===== config.mk =====
export PLATFORM = sky130hd
export DESIGN_NAME = life_sweep_scheduler
export DESIGN_NICKNAME = d
export VERILOG_FILES = /design/src/rtl/life_pkg.sv /design/src/rtl/counter.sv /design/src/rtl/life_sweep_scheduler.sv
export SDC_FILE = /design/constraint.sdc
export NUM_CORES = 1
export LEC_CHECK = 0
export BUFFER_PORTS_ARGS = -buffer_cell sky130_fd_sc_hd__buf_4
export CAP_MARGIN = 15
export CORE_UTILIZATION = 56
export CTS_BUF_LIST = sky130_fd_sc_hd__clkbuf_16
export CTS_CLUSTER_DIAMETER = 60
export DETAILED_ROUTE_END_ITERATION = 7
export PLACE_DENSITY = 0.8
export REMOVE_ABC_BUFFERS = 1
export SYNTH_ARGS = -nofsm -noshare
export SYNTH_HDL_FRONTEND = slang
export SYNTH_SLANG_ARGS = --single-unit

===== constraint.sdc =====
create_clock -name clk -period 3.6 [get_ports clk]
set_input_delay 0.18 -clock clk [delete_from_list [all_inputs] [get_ports clk]]
set_output_delay 0.18 -clock clk [all_outputs]
set_load 0.03 [all_outputs]

===== src/rtl/life_pkg.sv =====
// Shared Game of Life definitions: scheduler states, generation width and default grid size.
package life_pkg;

  typedef enum logic [1:0] {
    IDLE  = 2'd0,
    SWEEP = 2'd1,
    DRAIN = 2'd2,
    SWAP  = 2'd3
  } sched_state_t;

  localparam int GEN_WIDTH  = 16;
  localparam int DEF_GRID_W = 64;
  localparam int DEF_GRID_H = 48;

endpackage


===== src/rtl/counter.sv =====
// Wrapping up-counter with synchronous clear; carry flags the terminal count.
module counter #(
  parameter int WIDTH   = 4,
  parameter int INCR    = 1,
  parameter int RST_VAL = 0,
  parameter int MAX_VAL = 16
) (
  input  logic             clk,
  input  logic             reset,
  input  logic             clear,
  input  logic             en,
  output logic [WIDTH-1:0] count,
  output logic             carry
);

  localparam logic [WIDTH-1:0] RST_CNT = WIDTH'(RST_VAL);
  localparam logic [WIDTH-1:0] STEP    = WIDTH'(INCR);
  localparam logic [WIDTH-1:0] LAST    = WIDTH'(MAX_VAL - INCR);

  // carry is the terminal-count flag, independent of en, so a cascade can see it
  assign carry = (count == LAST);

  always_ff @(posedge clk) begin
    if (reset || clear) begin
      count <= RST_CNT;
    end else if (en) begin
      count <= carry ? RST_CNT : count + STEP;
    end
  end

endmodule


===== src/rtl/life_sweep_scheduler.sv =====
// Sequences one Game of Life generation: raster read sweep, write re-timing, buffer swap.
//
// state | meaning
// IDLE  | waiting for run period to elapse or a step request
// SWEEP | one read strobe per cell in raster order
// DRAIN | no reads; write pipe empties for READ_LATENCY cycles
// SWAP  | one-cycle buffer swap pulse, generation count advances
module life_sweep_scheduler
  import life_pkg::*;
#(
  parameter int GRID_W       = DEF_GRID_W,
  parameter int GRID_H       = DEF_GRID_H,
  parameter int READ_LATENCY = 2,
  parameter int PERIOD_WIDTH = 24
) (
  input  logic                      clk,
  input  logic                      reset,
  input  logic                      run,
  input  logic                      step,
  input  logic [PERIOD_WIDTH-1:0]   period,
  output logic                      busy,
  output logic                      rd_valid,
  output logic [$clog2(GRID_W)-1:0] rd_x,
  output logic [$clog2(GRID_H)-1:0] rd_y,
  output logic                      wr_en,
  output logic [$clog2(GRID_W)-1:0] wr_x,
  output logic [$clog2(GRID_H)-1:0] wr_y,
  output logic                      swap,
  output logic [GEN_WIDTH-1:0]      generation
);

  localparam int XW = $clog2(GRID_W);
  localparam int YW = $clog2(GRID_H);
  localparam int DW = $clog2(READ_LATENCY + 1);

  sched_state_t state, state_nx;

  logic                    start;
  logic                    timer_ok;
  logic                    pending_step;
  logic [PERIOD_WIDTH-1:0] timer;
  logic [DW-1:0]           drain_cnt;
  logic [XW-1:0]           x;
  logic [YW-1:0]           y;
  logic                    x_en, y_en, x_carry, y_carry, sweep_last;
  logic [READ_LATENCY-1:0] en_pipe;
  logic [XW-1:0]           wx_pipe [READ_LATENCY];
  logic [YW-1:0]           wy_pipe [READ_LATENCY];

  // x/y stop advancing on the last cell so rd_x/rd_y hold it after the sweep
  assign sweep_last = x_carry && y_carry;
  assign x_en       = (state == SWEEP) && !sweep_last;
  assign y_en       = x_en && x_carry;

  counter #(
    .WIDTH   (XW),
    .INCR    (1),
    .RST_VAL (0),
    .MAX_VAL (GRID_W)
  ) u_x_cnt (
    .clk   (clk),
    .reset (reset),
    .clear (start),
    .en    (x_en),
    .count (x),
    .carry (x_carry)
  );

  counter #(
    .WIDTH   (YW),
    .INCR    (1),
    .RST_VAL (0),
    .MAX_VAL (GRID_H)
  ) u_y_cnt (
    .clk   (clk),
    .reset (reset),
    .clear (start),
    .en    (y_en),
    .count (y),
    .carry (y_carry)
  );

  // one extra bit so timer=all-ones plus one never wraps below period
  assign timer_ok = ({1'b0, timer} + (PERIOD_WIDTH + 1)'(1)) >= {1'b0, period};

  always_comb begin
    state_nx = state;
    start    = 1'b0;
    case (state)
      IDLE: begin
        if ((run && timer_ok) || pending_step || (step && !run)) begin
          state_nx = SWEEP;
          start    = 1'b1;
        end
      end
      SWEEP: if (sweep_last) state_nx = DRAIN;
      DRAIN: if (drain_cnt == '0) state_nx = SWAP;
      SWAP:  state_nx = IDLE;
      default: state_nx = IDLE;
    endcase
  end

  always_ff @(posedge clk) begin
    if (reset) begin
      state <= IDLE;
    end else begin
      state <= state_nx;
    end
  end

  always_ff @(posedge clk) begin
    if (reset) begin
      timer        <= '1;
      pending_step <= 1'b0;
      drain_cnt    <= '0;
      generation   <= '0;
    end else begin
      if (start) begin
        timer <= '0;
      end else if (timer != '1) begin
        timer <= timer + 1'b1;
      end

      if (start) begin
        pending_step <= 1'b0;
      end else if (step && !run && (state != IDLE)) begin
        pending_step <= 1'b1;
      end

      if (state == SWEEP) begin
        drain_cnt <= DW'(READ_LATENCY - 1);
      end else if ((state == DRAIN) && (drain_cnt != '0)) begin
        drain_cnt <= drain_cnt - 1'b1;
      end

      if (state == SWAP) begin
        generation <= generation + 1'b1;
      end
    end
  end

  always_ff @(posedge clk) begin
    if (reset) begin
      en_pipe <= '0;
      for (int i = 0; i < READ_LATENCY; i++) begin
        wx_pipe[i] <= '0;
        wy_pipe[i] <= '0;
      end
    end else begin
      en_pipe[0] <= rd_valid;
      wx_pipe[0] <= x;
      wy_pipe[0] <= y;
      for (int i = 1; i < READ_LATENCY; i++) begin
        en_pipe[i] <= en_pipe[i-1];
        wx_pipe[i] <= wx_pipe[i-1];
        wy_pipe[i] <= wy_pipe[i-1];
      end
    end
  end

  assign busy     = (state != IDLE);
  assign rd_valid = (state == SWEEP);
  assign swap     = (state == SWAP);
  assign rd_x     = x;
  assign rd_y     = y;
  assign wr_en    = en_pipe[READ_LATENCY-1];
  assign wr_x     = wx_pipe[READ_LATENCY-1];
  assign wr_y     = wy_pipe[READ_LATENCY-1];

endmodule


Word-level counts from Yosys, hierarchy flattened:

Memory sizes are Yosys's and may differ from the RTL's.
Cells that the tools add are included.

* ROM bits: 0
* flip-flop bits (word level): 59
* logic and storage cells: 71
* bits in latches: 0
* output and inout port bits: 44
* memories: 2
* bits in writable memories: 24

Memories
* wx_pipe: words 2, width 6, read ports 2, clocked after memory_dff 0, write ports 2, RTL line life_sweep_scheduler.sv:47 `logic [XW-1:0] wx_pipe [READ_LATENCY];`
* wy_pipe: words 2, width 6, read ports 2, clocked after memory_dff 0, write ports 2, RTL line life_sweep_scheduler.sv:48 `logic [YW-1:0] wy_pipe [READ_LATENCY];`

* div/mod/pow operators: 0
* multiply operators: 0
* muxes and demuxes: 19
* reduce and logical (&&, ||, !) cells: 21
* shift operators: 0
* eq/ne operators: 9
* bitwise gates (word level): 4
* order comparisons: 1
* $add $sub $neg: 6

Operators by type and width (count)
* $mux 24: 2
* $mux 6: 6
* $add 24x1->25 const B: 1
* $ge 25x24->1: 1
* $add 24x1->24 const B: 1
* $ne 24x24->1 const B: 1
* $add 16x1->16 const B: 1
* $add 6x1->6 const B: 2
* $eq 6x6->1 const B: 2
* $pmux 2 s4: 1
* $reduce_bool 2->1: 4
* $logic_and 1x1->1: 7
* $mux 1: 7
* $mux 2: 3
* $eq 2x2->1 const B: 2
* $logic_not 2->1: 2
* $ne 2x2->1 const B: 2
* $or 1x1->1: 4
* $reduce_or 2->1: 2
* $logic_or 1x1->1: 3
* $reduce_and 3->1: 1
* $eq 2x1->1 const B: 1
* $logic_not 1->1: 2
* $ne 2x1->1 const B: 1
* $sub 2x1->2 const B: 1

Depth between registers and ports, before layout:

* depth after elaboration: 8
* mapped depth: 16
* gate-level depth less buffers: 15

Modules after synthesis:

Synthesis repeated with hierarchy kept, for this count alone.

* cell total of the unflattened synthesis: 474
* area total of the unflattened synthesis: 4246.6 sq um

Modules (own cells, without submodules)
* life_sweep_scheduler: area an instance 3679.8 sq um, cells each 412, sequential area each 1421.4 sq um, instances 1
* counter at u_y_cnt: area an instance 286.5 sq um, cells each 32, sequential area each 120.1 sq um, instances 1
* counter at u_x_cnt: area an instance 280.3 sq um, cells each 30, sequential area each 120.1 sq um, instances 1

Least setup slack after synthesis:

Ideal clock, no wire load.

* kind: register -> register
* from: reg timer[0]
* to: reg u_y_cnt.count[1]
* period minus slack after synthesis: 3015 ps
* setup slack: 585 ps
* arrival: 2950 ps
* path buffers: 1
* stages on the path, launching flop included: 17
* required time: 3535 ps
* cell sequence: dfxtp_1 > ha_1 > nand2_1 > nor3_4 > and2_1 > nand2_1 > xor2_1 > inv_1 > ha_1 > nand3_1 > nor2_1 > o41ai_1 > nand4_1 > a21oi_2 > o21ai_1 > buf_2 > nor2_1

* longest elaborated chain between the ends: 8

RTL lines
* from (decl): RTL line life_sweep_scheduler.sv:41 `logic [PERIOD_WIDTH-1:0] timer;`
* from (signal assigned): RTL line life_sweep_scheduler.sv:121 `timer <= timer + 1'b1;`
* $add 24x1->25: RTL line life_sweep_scheduler.sv:84 `assign timer_ok = ({1'b0, timer} + (PERIOD_WIDTH + 1)'(1)) >= {1'b0, period};`
* $ge 25x24->1: RTL line life_sweep_scheduler.sv:84
* $logic_and 1x1->1: RTL line life_sweep_scheduler.sv:91 `if ((run && timer_ok) || pending_step || (step && !run)) begin`
* $logic_or 1x1->1 (2 in series): RTL line life_sweep_scheduler.sv:91
* $mux 1: RTL line life_sweep_scheduler.sv:91
* $mux 1: RTL line life_sweep_scheduler.sv:89 `case (state)`
* $logic_or 1x1->1: RTL line counter.sv:24 `if (reset || clear) begin`
* to (signal assigned): RTL line counter.sv:27 `count <= carry ? RST_CNT : count + STEP;`
* to (decl): RTL line counter.sv:12 `output logic [WIDTH-1:0] count,`

Every way passes these cells.
A chain may end at the register's enable or synchronous reset.

Worst setup path after layout:

* from: reg timer[0]
* to: reg state[1]

* longest elaborated chain between the ends: 7

RTL lines
* $add 24x1->25: RTL line life_sweep_scheduler.sv:84
* $ge 25x24->1: RTL line life_sweep_scheduler.sv:84
* $logic_and 1x1->1: RTL line life_sweep_scheduler.sv:91
* $logic_or 1x1->1 (2 in series): RTL line life_sweep_scheduler.sv:91
* $ne 2x2->1 (no line)
* $reduce_and 3->1 (no line)
* to (signal assigned): RTL line life_sweep_scheduler.sv:107 `state <= state_nx;`
* to (decl): RTL line life_sweep_scheduler.sv:36 `sched_state_t state, state_nx;`

Every way passes these cells.

==> report_table.html <==
<table>
<tr><th>Metric</th><th>Value</th></tr>
<tr><th colspan="2">Synthesis</th></tr>
<tr><td>Fraction of registers with async set or reset after synthesis</td><td>0%</td></tr>
<tr><td>Number of register bits inferred by synthesis</td><td>83</td></tr>
<tr><td>Biggest area consumer among synthesized cells</td><td>dfxtp_1</td></tr>
<tr><td>Number of flops mapped to enable cells by yosys</td><td>0</td></tr>
<tr><td>List of most frequent post-synthesis cells</td><td>83 x dfxtp_1, 53 x inv_1, 47 x nor2_1, 33 x ha_1, 32 x o21ai_0</td></tr>
<tr><td>Area of the mapped netlist</td><td>around 4000 um^2</td></tr>
<tr><td>Most common flop cell mapped by yosys</td><td>dfxtp_1</td></tr>
<tr><td>Most used standard cell by instance count after synthesis</td><td>dfxtp_1</td></tr>
<tr><td>Count of synthesis-stage warnings from yosys</td><td>0</td></tr>
<tr><td>Syn avg cell area</td><td>about 8.7 um^2</td></tr>
<tr><td>Cells taking the most area after synthesis</td><td>dfxtp_1 41%, ha_1 10%, xor2_1 5.4%</td></tr>
<tr><td>Post-synthesis sequential area ratio</td><td>between 40 and 50%</td></tr>
<tr><td>Area share of the leading cell type in the synthesized netlist</td><td>around 40%</td></tr>
<tr><td>Gate count after technology mapping</td><td>466</td></tr>
<tr><td>Distinct cell type count after synthesis</td><td>39</td></tr>
<tr><th colspan="2">Die</th></tr>
<tr><td>Initial standard-cell utilization of the core</td><td>just under 60%</td></tr>
<tr><td>Height of the chip</td><td>between 80 and 90 um</td></tr>
<tr><td>CORE AREA</td><td>6869 um^2</td></tr>
<tr><td>Full die area</td><td>around 7600 um^2</td></tr>
<tr><td>Placement Rows</td><td>30</td></tr>
<tr><td>Horizontal die dimension</td><td>approximately 87 um</td></tr>
<tr><td>Io pins</td><td>between 70 and 80</td></tr>
<tr><th colspan="2">Hold path</th></tr>
<tr><td>Min-Delay Startpoint</td><td>run</td></tr>
<tr><td>Class of the worst hold path</td><td>primary input to register</td></tr>
<tr><th colspan="2">Route</th></tr>
<tr><td>Post-DR vias/cell</td><td>roughly 5</td></tr>
<tr><td>Starting DRT DRC Count</td><td>~120</td></tr>
<tr><td>Final antenna-violating net count</td><td>0</td></tr>
<tr><td>Met2 routed WL</td><td>3.732 mm</td></tr>
<tr><td>Number of iterations in the first detailed-routing pass</td><td>4</td></tr>
<tr><td>DRC violations left</td><td>0</td></tr>
<tr><td>Wire length the detailed router placed on met1</td><td>3.584 mm</td></tr>
<tr><td>Metal3 WL</td><td>approximately 330 um</td></tr>
<tr><td>Top Metal Used</td><td>met4</td></tr>
<tr><td>Average routed wire per standard cell</td><td>12.31 um</td></tr>
<tr><td>Via count</td><td>around 3200</td></tr>
<tr><td>Detailed Route WL</td><td>between 7 and 8 mm</td></tr>
<tr><th colspan="2">Final layout</th></tr>
<tr><td>Fraction of final layout cells with drive strength greater than 1</td><td>between 10% and 20%</td></tr>
<tr><td>Antenna diode instance count</td><td>0</td></tr>
<tr><td>Layout-stage area growth over the synthesis result</td><td>22.04%</td></tr>
<tr><td>Number of filler cells placed in the layout</td><td>525</td></tr>
<tr><td>Post-route core utilization</td><td>71.91%</td></tr>
<tr><td>Final net count</td><td>a little under 600</td></tr>
<tr><th colspan="2">Flow run</th></tr>
<tr><td>Max-cap violations</td><td>0</td></tr>
<tr><th colspan="2">Setup path</th></tr>
<tr><td>Number of logic stages on the critical path including buffering</td><td>16</td></tr>
<tr><td>Crit Reg-Reg Endpoint</td><td>state[1]</td></tr>
<tr><td>WS Path Type</td><td>register to register</td></tr>
<tr><td>Reg-to-reg startpoint</td><td>timer[0]</td></tr>
<tr><td>Startpoint type of the worst setup path</td><td>register</td></tr>
<tr><td>R2r worst-path depth</td><td>16</td></tr>
<tr><td>Worst path most repeated cell</td><td>buf_4</td></tr>
<tr><td>Ordered list of cells on the worst path</td><td>ha_1, nand2_1, nor3_4, buf_4, buf_4, xnor2_1, inv_1, ha_1, nand4_1, nor3_1, nor2_1, o21ai_0, a21oi_2, buf_4, a2111oi_4, mux2i_1</td></tr>
<tr><td>CP max stage delay</td><td>a little over 0.4 ns</td></tr>
<tr><td>Max FO, Critical Path</td><td>5</td></tr>
<tr><td>Setup crit start</td><td>timer[0]</td></tr>
<tr><td>Worst-path cell with the longest stage delay</td><td>dfxtp_1</td></tr>
<tr><td>Endpoint arrival time on the critical path</td><td>~3.6 ns</td></tr>
<tr><td>Count of buffering cells on the critical path with inverters included</td><td>4</td></tr>
<tr><td>Required time of the critical path</td><td>3.86 ns</td></tr>
<tr><td>CP top delay family</td><td>compound AO/OA/AOI/OAI gates</td></tr>
<tr><td>Register-to-register setup slack</td><td>0.28 ns</td></tr>
<tr><td>Critical path destination</td><td>state[1]</td></tr>
<tr><td>Type of destination of the critical path</td><td>register</td></tr>
<tr><th colspan="2">Timing</th></tr>
<tr><td>Post-layout minimum cycle time</td><td>3.320 ns</td></tr>
<tr><td>Portion of the clock cycle consumed by the worst path in the final layout</td><td>between 90% and 100%</td></tr>
<tr><td>Worst max-slew margin expressed relative to the limit</td><td>31.57%</td></tr>
<tr><td>Achievable frequency</td><td>301.2 MHz</td></tr>
<tr><td>Final setup viols</td><td>0</td></tr>
<tr><td>Final number of hold-violating endpoints</td><td>0</td></tr>
<tr><td>Setup TNS after final layout</td><td>0 ns</td></tr>
<tr><td>Measured slew at the worst slew-check pin</td><td>between 1 and 1.5 ns</td></tr>
<tr><td>Clock skew after layout</td><td>about 0.0047 ns</td></tr>
<tr><td>Final number of max-transition violations</td><td>0</td></tr>
<tr><th colspan="2">Clock network</th></tr>
<tr><td>Htree depth</td><td>3</td></tr>
<tr><td>Worst-path clk slew</td><td>0.06 ns</td></tr>
<tr><td>Clock latency of the later-clocked register in the worst-skew pair</td><td>around 0.33 ns</td></tr>
<tr><td>Buffer depth of the longest clock path</td><td>2</td></tr>
<tr><td>CTS tree</td><td>yes</td></tr>
<tr><td>Number of clock buffers inserted by TritonCTS</td><td>9</td></tr>
<tr><td>Clk Tree Root Cell</td><td>clkbuf_16</td></tr>
<tr><td>Sink count of the clock tree</td><td>83</td></tr>
<tr><th colspan="2">Status</th></tr>
<tr><td>Outcome</td><td>finished clean</td></tr>
<tr><th colspan="2">Placement</th></tr>
<tr><td>I/O Buffers</td><td>71</td></tr>
<tr><td>Placer Congestion</td><td>between 0.8 and 0.9</td></tr>
<tr><td>Placed wire-length estimate</td><td>~5.7 mm</td></tr>
<tr><th colspan="2">Power</th></tr>
<tr><td>Total power draw</td><td>roughly 3.2 mW</td></tr>
<tr><td>Peak supply drop</td><td>about 0.39 mV</td></tr>
<tr><td>Power Density</td><td>between 600 and 700 nW/um^2</td></tr>
<tr><td>Leakage</td><td>between 2 and 2.5 nW</td></tr>
<tr><th colspan="2">Global route</th></tr>
<tr><td>Initial antenna violation count</td><td>0</td></tr>
<tr><td>Number of global-route vias before repair</td><td>about 3000</td></tr>
<tr><td>Total global routing overflow</td><td>0</td></tr>
<tr><td>Wire length of the first global-routing pass</td><td>roughly 13 mm</td></tr>
<tr><td>GRT Resource Usage Total</td><td>a little under a quarter</td></tr>
<tr><td>Largest net degree at the start of global routing</td><td>between 40 and 50</td></tr>
</table>
## tightest hold or removal path, stage by stage
cell     delay [ns]
buf_4          0.10
nor2b_1        0.05
a21oi_1        0.15
nor2_1         0.05
## per-stage QoR
stage | hold WS, ns | cell area, um^2 | std cells | setup slack, ns
floorplan | 0.2491 | 3913 | 443 | 0.3906
global placement | 0.4191 | 4603 | 615 | 0.05780
detailed placement | 0.4226 | 4603 | 615 | -0.02913
CTS | 0.2412 | 4891 | 630 | 0.02864
global route | 0.2797 | 4940 | 632 | -0.02558
finish | 0.2563 | 4940 | 632 | 0.2797
## cells by family (layout without fill, tap and decap cells)
logic type                 count (synthesis)  after routing  share of synthesized area (%)
buffers and inverters                     76            146                          8.253
xor gates and xnor gates                  45             45                          9.737
and+or+nand+nor                          165            165                          20.68
adders and majority gates                 33             33                          10.20
AOI/OAI and AO/OA                         57             57                          8.315
DFF                                       83             83                          41.05
muxes                                      7              7                          1.762
## report_power, final
part / switching [mW] / internal [mW]
combinational: 0.664 / 0.477
clock: 0.347 / 0.528
sequential: 0.140 / 1.06
total: 1.15 / 2.06
## cell usage in the layout, fill, tap and decap left out, types with 2 or more instances in the layout
cell type	synthesis	routed
mux2i_1	6	6
nor2_1	47	47
inv_1	53	54
or3_1	2	2
o21a_1	2	2
dfxtp_1	83	83
and4_1	2	2
o21ai_0	32	32
buf_4	12	78
nor4_1	2	2
ha_1	33	33
clkbuf_16	0	9
nor2b_1	29	29
nor3_2	1	4
nand2_1	29	29
xnor2_1	20	20
nand2b_1	2	2
and3_1	6	6
nand3_1	19	19
nand4_1	14	14
xor2_1	25	25
nor3_1	8	5
a21oi_1	14	13
## sequential cells by signal, summed over array words and instances (netlist names)
name           count
drain_cnt          2
en_pipe            2
generation        16
pending_step       1
state              2
timer             24
u_x_cnt.count      6
u_y_cnt.count      6
wx_pipe           12
wy_pipe           12
## final cells by class
cell class | count | area (um^2) | share of cell area [%]
multi-input cells | 307 | 2090 | 42.30
flip-flops and latches | 83 | 1662 | 33.64
repair buffers | 78 | 585.6 | 11.85
clock buffers | 9 | 225.2 | 4.559
inverters | 53 | 198.9 | 4.027
well taps | 96 | 120.1 | 2.432
clock inverters | 6 | 58.81 | 1.190
## layer usage
| metal | vias up | global-route usage, % |
|---|---|---|
| met3 | 13 | 5.403 |
| met1 | 1508 | 28.48 |
| met4 | 0 | 8.939 |
| li1 | 1655 | - |
| met2 | 61 | 37.01 |
| met5 | - | 0 |
## worst min path at each step
stage                     depth (start not counted)        endpoint  slack (ns)
after global placement                            1   wy_pipe[0][7]        0.42
after floorplan                                   1  generation[13]        0.25
after detailed placement                          1   wy_pipe[0][9]        0.42
after CTS                                         4    pending_step        0.24
after global routing                              4    pending_step        0.28
final                                             4    pending_step        0.26
## timing repair
action | in CTS | in global routing
buffers inserted | 0 | 2
gates resized for setup | 1 | 6
hold buffers | 0 | 0
pin swaps | 0 | 2
endpoints found under the setup margin | 13 | 36
No activity file was read; power rests on OpenSTA's default activity.
